`config.mk`:
```
export PLATFORM = sky130hd
export DESIGN_NAME = recipe_sequencer
export DESIGN_NICKNAME = d
export VERILOG_FILES = /design/src/rtl/recipe_sequencer.sv
export SDC_FILE = /design/constraint.sdc
export NUM_CORES = 1
export LEC_CHECK = 0
export ABC_AREA = 1
export BUFFER_PORTS_ARGS = -buffer_cell sky130_fd_sc_hd__buf_4
export CAP_MARGIN = 20
export CORE_MARGIN = 2
export CORE_UTILIZATION = 50
export DETAILED_ROUTE_END_ITERATION = 12
export GPL_TIMING_DRIVEN = 0
export HOLD_SLACK_MARGIN = 0.02
export PLACE_DENSITY = 0.74
export SLEW_MARGIN = 0
export SYNTH_ARGS = -nofsm -noshare
export SYNTH_HDL_FRONTEND = slang
export SYNTH_SLANG_ARGS = --single-unit
```
`constraint.sdc`:
```
create_clock -name i_clock -period 5.1 [get_ports i_clock]
set_input_delay 0 -clock i_clock [delete_from_list [all_inputs] [get_ports i_clock]]
set_output_delay 0 -clock i_clock [all_outputs]
set_load 0.03 [all_outputs]
```
`src/rtl/recipe_sequencer.sv`:
```
// Beverage-dispense sequencer: walks the masked ingredient steps in index order.
// Each step closes on a timer or on the level comparator (with an optional timeout).
module recipe_sequencer #(
  parameter int N_STEPS = 5,
  parameter int TIME_W  = 8
) (
  input  logic                            i_clock,
  input  logic                            i_reset,
  input  logic                            i_start,
  input  logic                            i_abort,
  input  logic                            i_ack,
  input  logic [N_STEPS-1:0]              i_recipe_mask,
  input  logic [N_STEPS-1:0]              i_step_mode,
  input  logic [N_STEPS*TIME_W-1:0]       i_step_time,
  input  logic                            i_level_ok,
  output logic [N_STEPS-1:0]              o_valve,
  output logic                            o_busy,
  output logic                            o_done,
  output logic                            o_fault,
  output logic [$clog2(N_STEPS+1)-1:0]    o_step_index,
  output logic [2:0]                      o_state_code
);

  localparam int IDX_W = $clog2(N_STEPS+1);

  typedef enum logic [2:0] {
    S_IDLE  = 3'd0,
    S_SEEK  = 3'd1,
    S_DISP  = 3'd2,
    S_DONE  = 3'd3,
    S_FAULT = 3'd4
  } state_t;

  state_t             r_state;
  logic [IDX_W-1:0]   r_index;
  logic [TIME_W-1:0]  r_timer;
  logic [N_STEPS-1:0] r_mask;
  logic [N_STEPS-1:0] r_mode;
  logic [TIME_W-1:0]  r_time [N_STEPS];

  logic               w_found;
  logic [IDX_W-1:0]   w_next;

  // Lowest enabled step at or above the current index.
  always_comb begin
    w_found = 1'b0;
    w_next  = '0;
    for (int unsigned i = 0; i < N_STEPS; i++) begin
      if (!w_found && r_mask[i] && (i >= 32'(r_index))) begin
        w_found = 1'b1;
        w_next  = IDX_W'(i);
      end
    end
  end

  always_ff @(posedge i_clock or posedge i_reset) begin
    if (i_reset) begin
      r_state <= S_IDLE;
      r_index <= '0;
      r_timer <= '0;
      r_mask  <= '0;
      r_mode  <= '0;
      for (int unsigned i = 0; i < N_STEPS; i++) r_time[i] <= '0;
    end else begin
      case (r_state)
        S_IDLE: begin
          if (i_start && !i_abort) begin
            r_mask  <= i_recipe_mask;
            r_mode  <= i_step_mode;
            for (int unsigned i = 0; i < N_STEPS; i++)
              r_time[i] <= i_step_time[i*TIME_W +: TIME_W];
            r_index <= '0;
            r_state <= S_SEEK;
          end
        end
        S_SEEK: begin
          if (i_abort) begin
            r_state <= S_IDLE;
            r_index <= '0;
            r_timer <= '0;
          end else if (w_found) begin
            r_index <= w_next;
            r_timer <= r_time[w_next];
            r_state <= S_DISP;
          end else begin
            r_index <= IDX_W'(N_STEPS);
            r_state <= S_DONE;
          end
        end
        S_DISP: begin
          if (i_abort) begin
            r_state <= S_IDLE;
            r_index <= '0;
            r_timer <= '0;
          end else if (r_mode[r_index]) begin
            // Sensor step: level wins over a same-cycle timeout; timer==0 means no timeout.
            if (i_level_ok) begin
              r_index <= r_index + IDX_W'(1);
              r_state <= S_SEEK;
            end else if (r_timer == TIME_W'(1)) begin
              r_timer <= '0;
              r_state <= S_FAULT;
            end else if (r_timer != '0) begin
              r_timer <= r_timer - TIME_W'(1);
            end
          end else begin
            if (r_timer <= TIME_W'(1)) begin
              r_timer <= '0;
              r_index <= r_index + IDX_W'(1);
              r_state <= S_SEEK;
            end else begin
              r_timer <= r_timer - TIME_W'(1);
            end
          end
        end
        S_DONE, S_FAULT: begin
          if (i_abort || i_ack) begin
            r_state <= S_IDLE;
            r_index <= '0;
            r_timer <= '0;
          end
        end
        default: begin
          r_state <= S_IDLE;
          r_index <= '0;
          r_timer <= '0;
        end
      endcase
    end
  end

  always_comb begin
    o_valve = '0;
    for (int unsigned i = 0; i < N_STEPS; i++)
      o_valve[i] = (r_state == S_DISP) && (32'(r_index) == i);
    o_busy       = (r_state == S_SEEK) || (r_state == S_DISP);
    o_done       = (r_state == S_DONE);
    o_fault      = (r_state == S_FAULT);
    o_step_index = r_index;
    o_state_code = r_state;
  end

endmodule
```
Yosys cells after proc, flatten, opt, wreduce, memory -nomap -nowiden
Index checks and enable logic that the tools add are counted.
Word-level totals
  register bits after elaboration: 64
  latch bits: 0
  bits in writable memories: 0
  memory bits (read-only): 0
  bits of input ports: 56
  word-level logic and storage cells: 111
  memories: 0
Operators by class
  add/sub/neg operators: 2
  $mul: 0
  divide/modulo/power cells: 0
  order comparisons: 8
  eq/ne operators: 17
  shifts and indexed selects: 0
  mux-type cells: 42
  bitwise logic cells: 2
  reduce and logical (&&, ||, !) cells: 30
Operator list (number)
  two-way mux 8 bit: 11
  two-way mux 3 bit: 17
  case mux 8 bit (4 select lines): 1
  binary-select mux 8 bit (select 3 bit): 1
  case mux 3 bit (4 select lines): 2
  logical AND 1 bit: 15
  equality test 3 x 2 -> 1 bit, second input constant: 4
  != test 4 bit, second input constant: 3
  != test 5 bit, second input constant: 2
  equality test 8 x 1 -> 1 bit, second input constant: 1
  less-or-equal comparator 8 x 1 -> 1 bit, second input constant: 1
  two-way mux 1 bit: 8
  AND reduction 4 bit: 2
  nonzero test 8 bit: 1
  subtractor 8 x 1 -> 8 bit, second input constant: 1
  equality test 3 x 1 -> 1 bit, second input constant: 2
  equality test 3 bit, second input constant: 2
  >= comparator 1 x 3 -> 1 bit, first input constant: 2
  >= comparator 2 x 3 -> 1 bit, first input constant: 2
  logical NOT 3 bit: 2
  logical NOT 1 bit: 5
  AND reduction 5 bit: 1
  >= comparator 4 bit, second input constant: 1
  less-than comparator 3 x 4 -> 1 bit, second input constant: 1
  11 further kinds: 13

Logic depth before layout (Yosys ltp)
  word-level depth: 26
  depth in mapped cells: 16
  depth with buffers taken out: 16

Least setup slack after synthesis
OpenSTA, ideal clock, no wires.
  kind: reg2reg
  from: reg r_state[1], in the netlist o_state_code[1]
  to: reg r_index[2], in the netlist o_step_index[2]
  library setup time: 129 ps
  arrival time: 2055 ps
  setup slack: 2916 ps
  stages on the path, launching flop included: 10
  path through: dfrtp_1 inv_2 nor3_1 o21ai_1 o21ai_0 nor2_1 nand2_1 nor2_2 o21ai_0 o21ai_0
On the way
  cells in the longest elaborated chain, start to end: 4
  elaborated cells between the ends (all ways): 12
Ends and longest elaborated chain
  start, declared: line 34  | state_t r_state;
  start signal, assigned: line 58  | r_state <= S_IDLE;
  start signal, assigned: line 73  | r_state <= S_SEEK;
  start signal, assigned: line 78  | r_state <= S_IDLE;
  equality test 3 x 2 -> 1 bit *
  via o_done: line 18  | output logic o_done,
  OR reduction 2 bit *: line 65  | case (r_state)
  != test 2 bit (no source line)
  AND reduction 4 bit (no source line)
  end signal, assigned: line 82  | r_index <= w_next;
  end signal, assigned: line 86  | r_index <= IDX_W'(N_STEPS);
  end signal, assigned: line 98  | r_index <= r_index + IDX_W'(1);
  end, declared: line 35  | logic [IDX_W-1:0] r_index;
The timed path passes the listed nets; every way through them passes the cells marked *.
A chain may end at the register's enable or synchronous reset.

Worst setup path in the final report
  from: reg r_index[0], in the netlist o_step_index[0]
  to: reg r_timer[1]
On the way
  cells in the longest elaborated chain, start to end: 26
  elaborated cells between the ends (all ways): 42
Ends and longest elaborated chain
  >= comparator 1 x 3 -> 1 bit: line 49  | if (!w_found && r_mask[i] && (i >= 32'(r_index))) begin
  logical AND 1 bit: line 49
  two-way mux 1 bit: line 49
  logical NOT 1 bit: line 49
  logical AND 1 bit (2 in series): line 49
  two-way mux 1 bit: line 49
  logical NOT 1 bit: line 49
  logical AND 1 bit (2 in series): line 49
  [6 not listed]
  logical AND 1 bit (2 in series): line 49
  two-way mux 3 bit: line 49
  NOT 3 -> 4 bit (implied by the code): line 83  | r_timer <= r_time[w_next];
  binary-select mux 8 bit (select 3 bit): line 83
  two-way mux 8 bit (implied by the code) (2 in series): line 83
  two-way mux 8 bit: line 81  | end else if (w_found) begin
  two-way mux 8 bit: line 77  | if (i_abort) begin
  case mux 8 bit (4 select lines): line 65
  end signal, assigned: line 83
  end signal, assigned: line 104  | r_timer <= r_timer - TIME_W'(1);
  end signal, assigned: line 112  | r_timer <= r_timer - TIME_W'(1);
  end, declared: line 36  | logic [TIME_W-1:0] r_timer;
Parallel ways exist; a longest one is shown, timed or not. The select of a mux whose other input is x is not followed.

==> flow_summary.ini <==
[die]
fp.dieW_um = 87.6
fp-row-count = 30
io_pins = 70
initial_core_util_pct = 51.4
core_area_um2 = 6790
die_area_um2 = 7670
dieHeight_um = 87.6

[drt]
drt_iter0_drc = 199
drtPass1Iterations = 4
wl_um = 8940
ant_nets = 0
drt-vias-per-instance = 5.09
wire_per_inst_um = 14.6
drc = 0
vias = 3120

[power_and_ir_drop]
report.power.total_mw = 2.65
worst_ir_drop_vdd_uv = 322
powerDensity_nw_per_um2 = 545
power_leakage_nw = 2.33

[global_routing]
grt_pass1_vias = 3135
grt_use_met3_pct = 3.96
use_met1_pct = 33.3
antenna_found_initial = 0
grt_overflow = 0
grt_most_used_layer = met2
grt_max_degree = 44
use_met2_pct = 42.8
grt_usage_pct = 25.5
grt_pass1_wl_um = 15000

[critical_path]
path_common_cell = nand2_1
cp_top_family = simple AND/OR/NAND/NOR gates
cp_data_required_time_ns = 5.34
max_stage_delay_ns = 0.46
rrSetupSlack_ns = 2.81
critical_path_buf_inv_count = 1
crit_fanout = 11
path_cells = inv_2 > ha_1 > o21ai_2 > nand2_2 > nand2_1 > nand2_1 > o21ai_1 > nand3_1 > nand3b_1 > nand2_1 > nand2_1 > nand2_1
crit_arrival_ns = 2.53
critPathCaptureType = flip-flop
path_class = reg2reg
start_kind = flip-flop
cpMaxStageDelayCell = dfrtp_1

[yosys]
yosysWarnings = 0
synth_area_leaders = dfrtp_1, mux2_2, nand2_1, nand3_1, o21ai_0
syn_inst = 380
synth-async-reset-ratio_pct = 100
syn_area_um2 = 3490
yosysSeqAreaShare_pct = 45.8
synth-edff-count = 0
synth_common_cells = nand2_1, dfrtp_1, mux2_2
synth_top_cell_by_area = dfrtp_1
synth_ff_type = dfrtp_1
yosys_register_bits = 64
synth.net_count = 441
avgSynthCellArea_um2 = 9.20
yosysTopAreaCellShare_pct = 45.8
synth_cell_types = 34
synth.most_common_cell = nand2_1

[final_layout]
layout-drive-gt1-share_pct = 32.3
fin_nets = 573
area.growth.synth_to_final_pct = 39.1
diodes = 0

[clocking]
ctsHoldBuffers = 51
htree_levels = 3
cts_tree = built
cts_resized = 0
clock_sinks = 64
clockRootBuffer = clkbuf_8
postCtsSetupRepairBufs = 0
cts.clk_slew.worst_paths_ns = 0.07
clkLatencyLatePin_ns = 0.34
cts_max_path_buffers = 2
cts_buffers = 9

[timing]
tightest_slew_ns = 0.562
fin_crit_sh_pct = 45.0
finalMaxSlewViolations = 0
setup_viol = 0
fmax_mhz = 436
maxSlewHeadroom_pct = 62.3
setup_tns_ns = 0
final.min_clock_period_ns = 2.29
hold_viol = 0
fin_skew_ns = 0.00286
grt_setup_unrepaired = false
fin_ws_ns = 2.81

[place]
gp_congestion = 0.831
post-place-ws_ns = 2.84
dp_hpwl_um = 5970
io_buffer_count = 69

[outcome]
outcome = finished, final reports clean

[run]
max_cap_violations = 0

[hold_path]
hp-class = in2reg
==> final timing paths <==
check / startpoint / to / cells past startpoint
min: i_abort / o_state_code[1] / 4
max in group asynchronous: i_reset / r_time[9] / 4
max reg2reg: o_step_index[0] / r_timer[1] / 12
min in group asynchronous: i_reset / r_time[38] / 3
min reg2reg: r_timer[5] / r_timer[5] / 2
max: o_step_index[0] / r_timer[1] / 12
==> cell usage in the layout (no fill, tap or decap), types with 8 or more instances in the layout <==
master	n
mux2_2	47
nor2_1	23
nand3_1	37
inv_1	23
dlygate4sd3_1	51
a21oi_1	8
dfrtp_1	64
clkbuf_8	10
o21ai_0	18
nand2_1	93
buf_4	71
==> flip-flops by register name, summed over array words and instances, names as in the netlist <==
name and count:
r_time 40, r_mask 5, o_state_code 3, r_timer 8, o_step_index 3, r_mode 5
==> cell type report <==
class / count / area (um^2)
Inverter: 31 / 119
Fill cell: 495 / 1930
Clock buffer: 11 / 141
Sequential cell: 64 / 1600
Clock inverter: 5 / 56.3
Timing Repair Buffer: 121 / 1050
Multi-Input combinational cell: 275 / 1710
Tap cell: 96 / 120
Buffer: 10 / 66.3
==> power by group <==
part	switching, mW	internal (mW)	total (mW)
registers	0.148	0.742	0.890
logic	0.761	0.557	1.32
clock network	0.203	0.238	0.441
==> per-layer routing <==
| layer | vias up | part of all wire (%) | wire [um] |
|---|---|---|---|
| li1 | 1526 | - | - |
| met1 | 1510 | 44 | 3970 |
| met2 | 70 | 51 | 4530 |
| met3 | 14 | 3.1 | 280 |
| met4 | 0 | 1.8 | 159 |
| met5 | - | 0 | 0 |
==> per-stage QoR <==
stage	instance area (um^2)	std cells	hold slack, ns	utilization [%]
after floorplan	3490	380	0.151	-
after global placement	4130	545	0.233	60.8
after detailed placement	4150	546	0.0629	61.1
after CTS	4860	613	0.0918	71.5
after global routing	4860	613	0.115	71.5
final	4860	613	0.109	71.5
==> logic make-up after synthesis <==
logic type	count (synthesis)	share of synthesized area, %
buffers and inverters	41	5.30
AO/OA/AOI/OAI	33	5.51
AND/OR/NAND/NOR	184	24.9
XOR/XNOR	6	1.50
adder cells (fa/ha/maj)	5	1.79
multiplexers	47	15.1
flip-flops	64	45.8
==> worst register-to-register path, delay by kind of cell (launching register included) <==
| kind | cells | cell delay (ns) |
|---|---|---|
| adders and majority gates | 1 | 0.25 |
| buffers and inverters | 1 | 0.14 |
| and+or+nand+nor | 8 | 0.74 |
| DFF | 1 | 0.46 |
| AOI/OAI and AO/OA | 2 | 0.61 |
No activity file was read; power rests on OpenSTA's default activity.
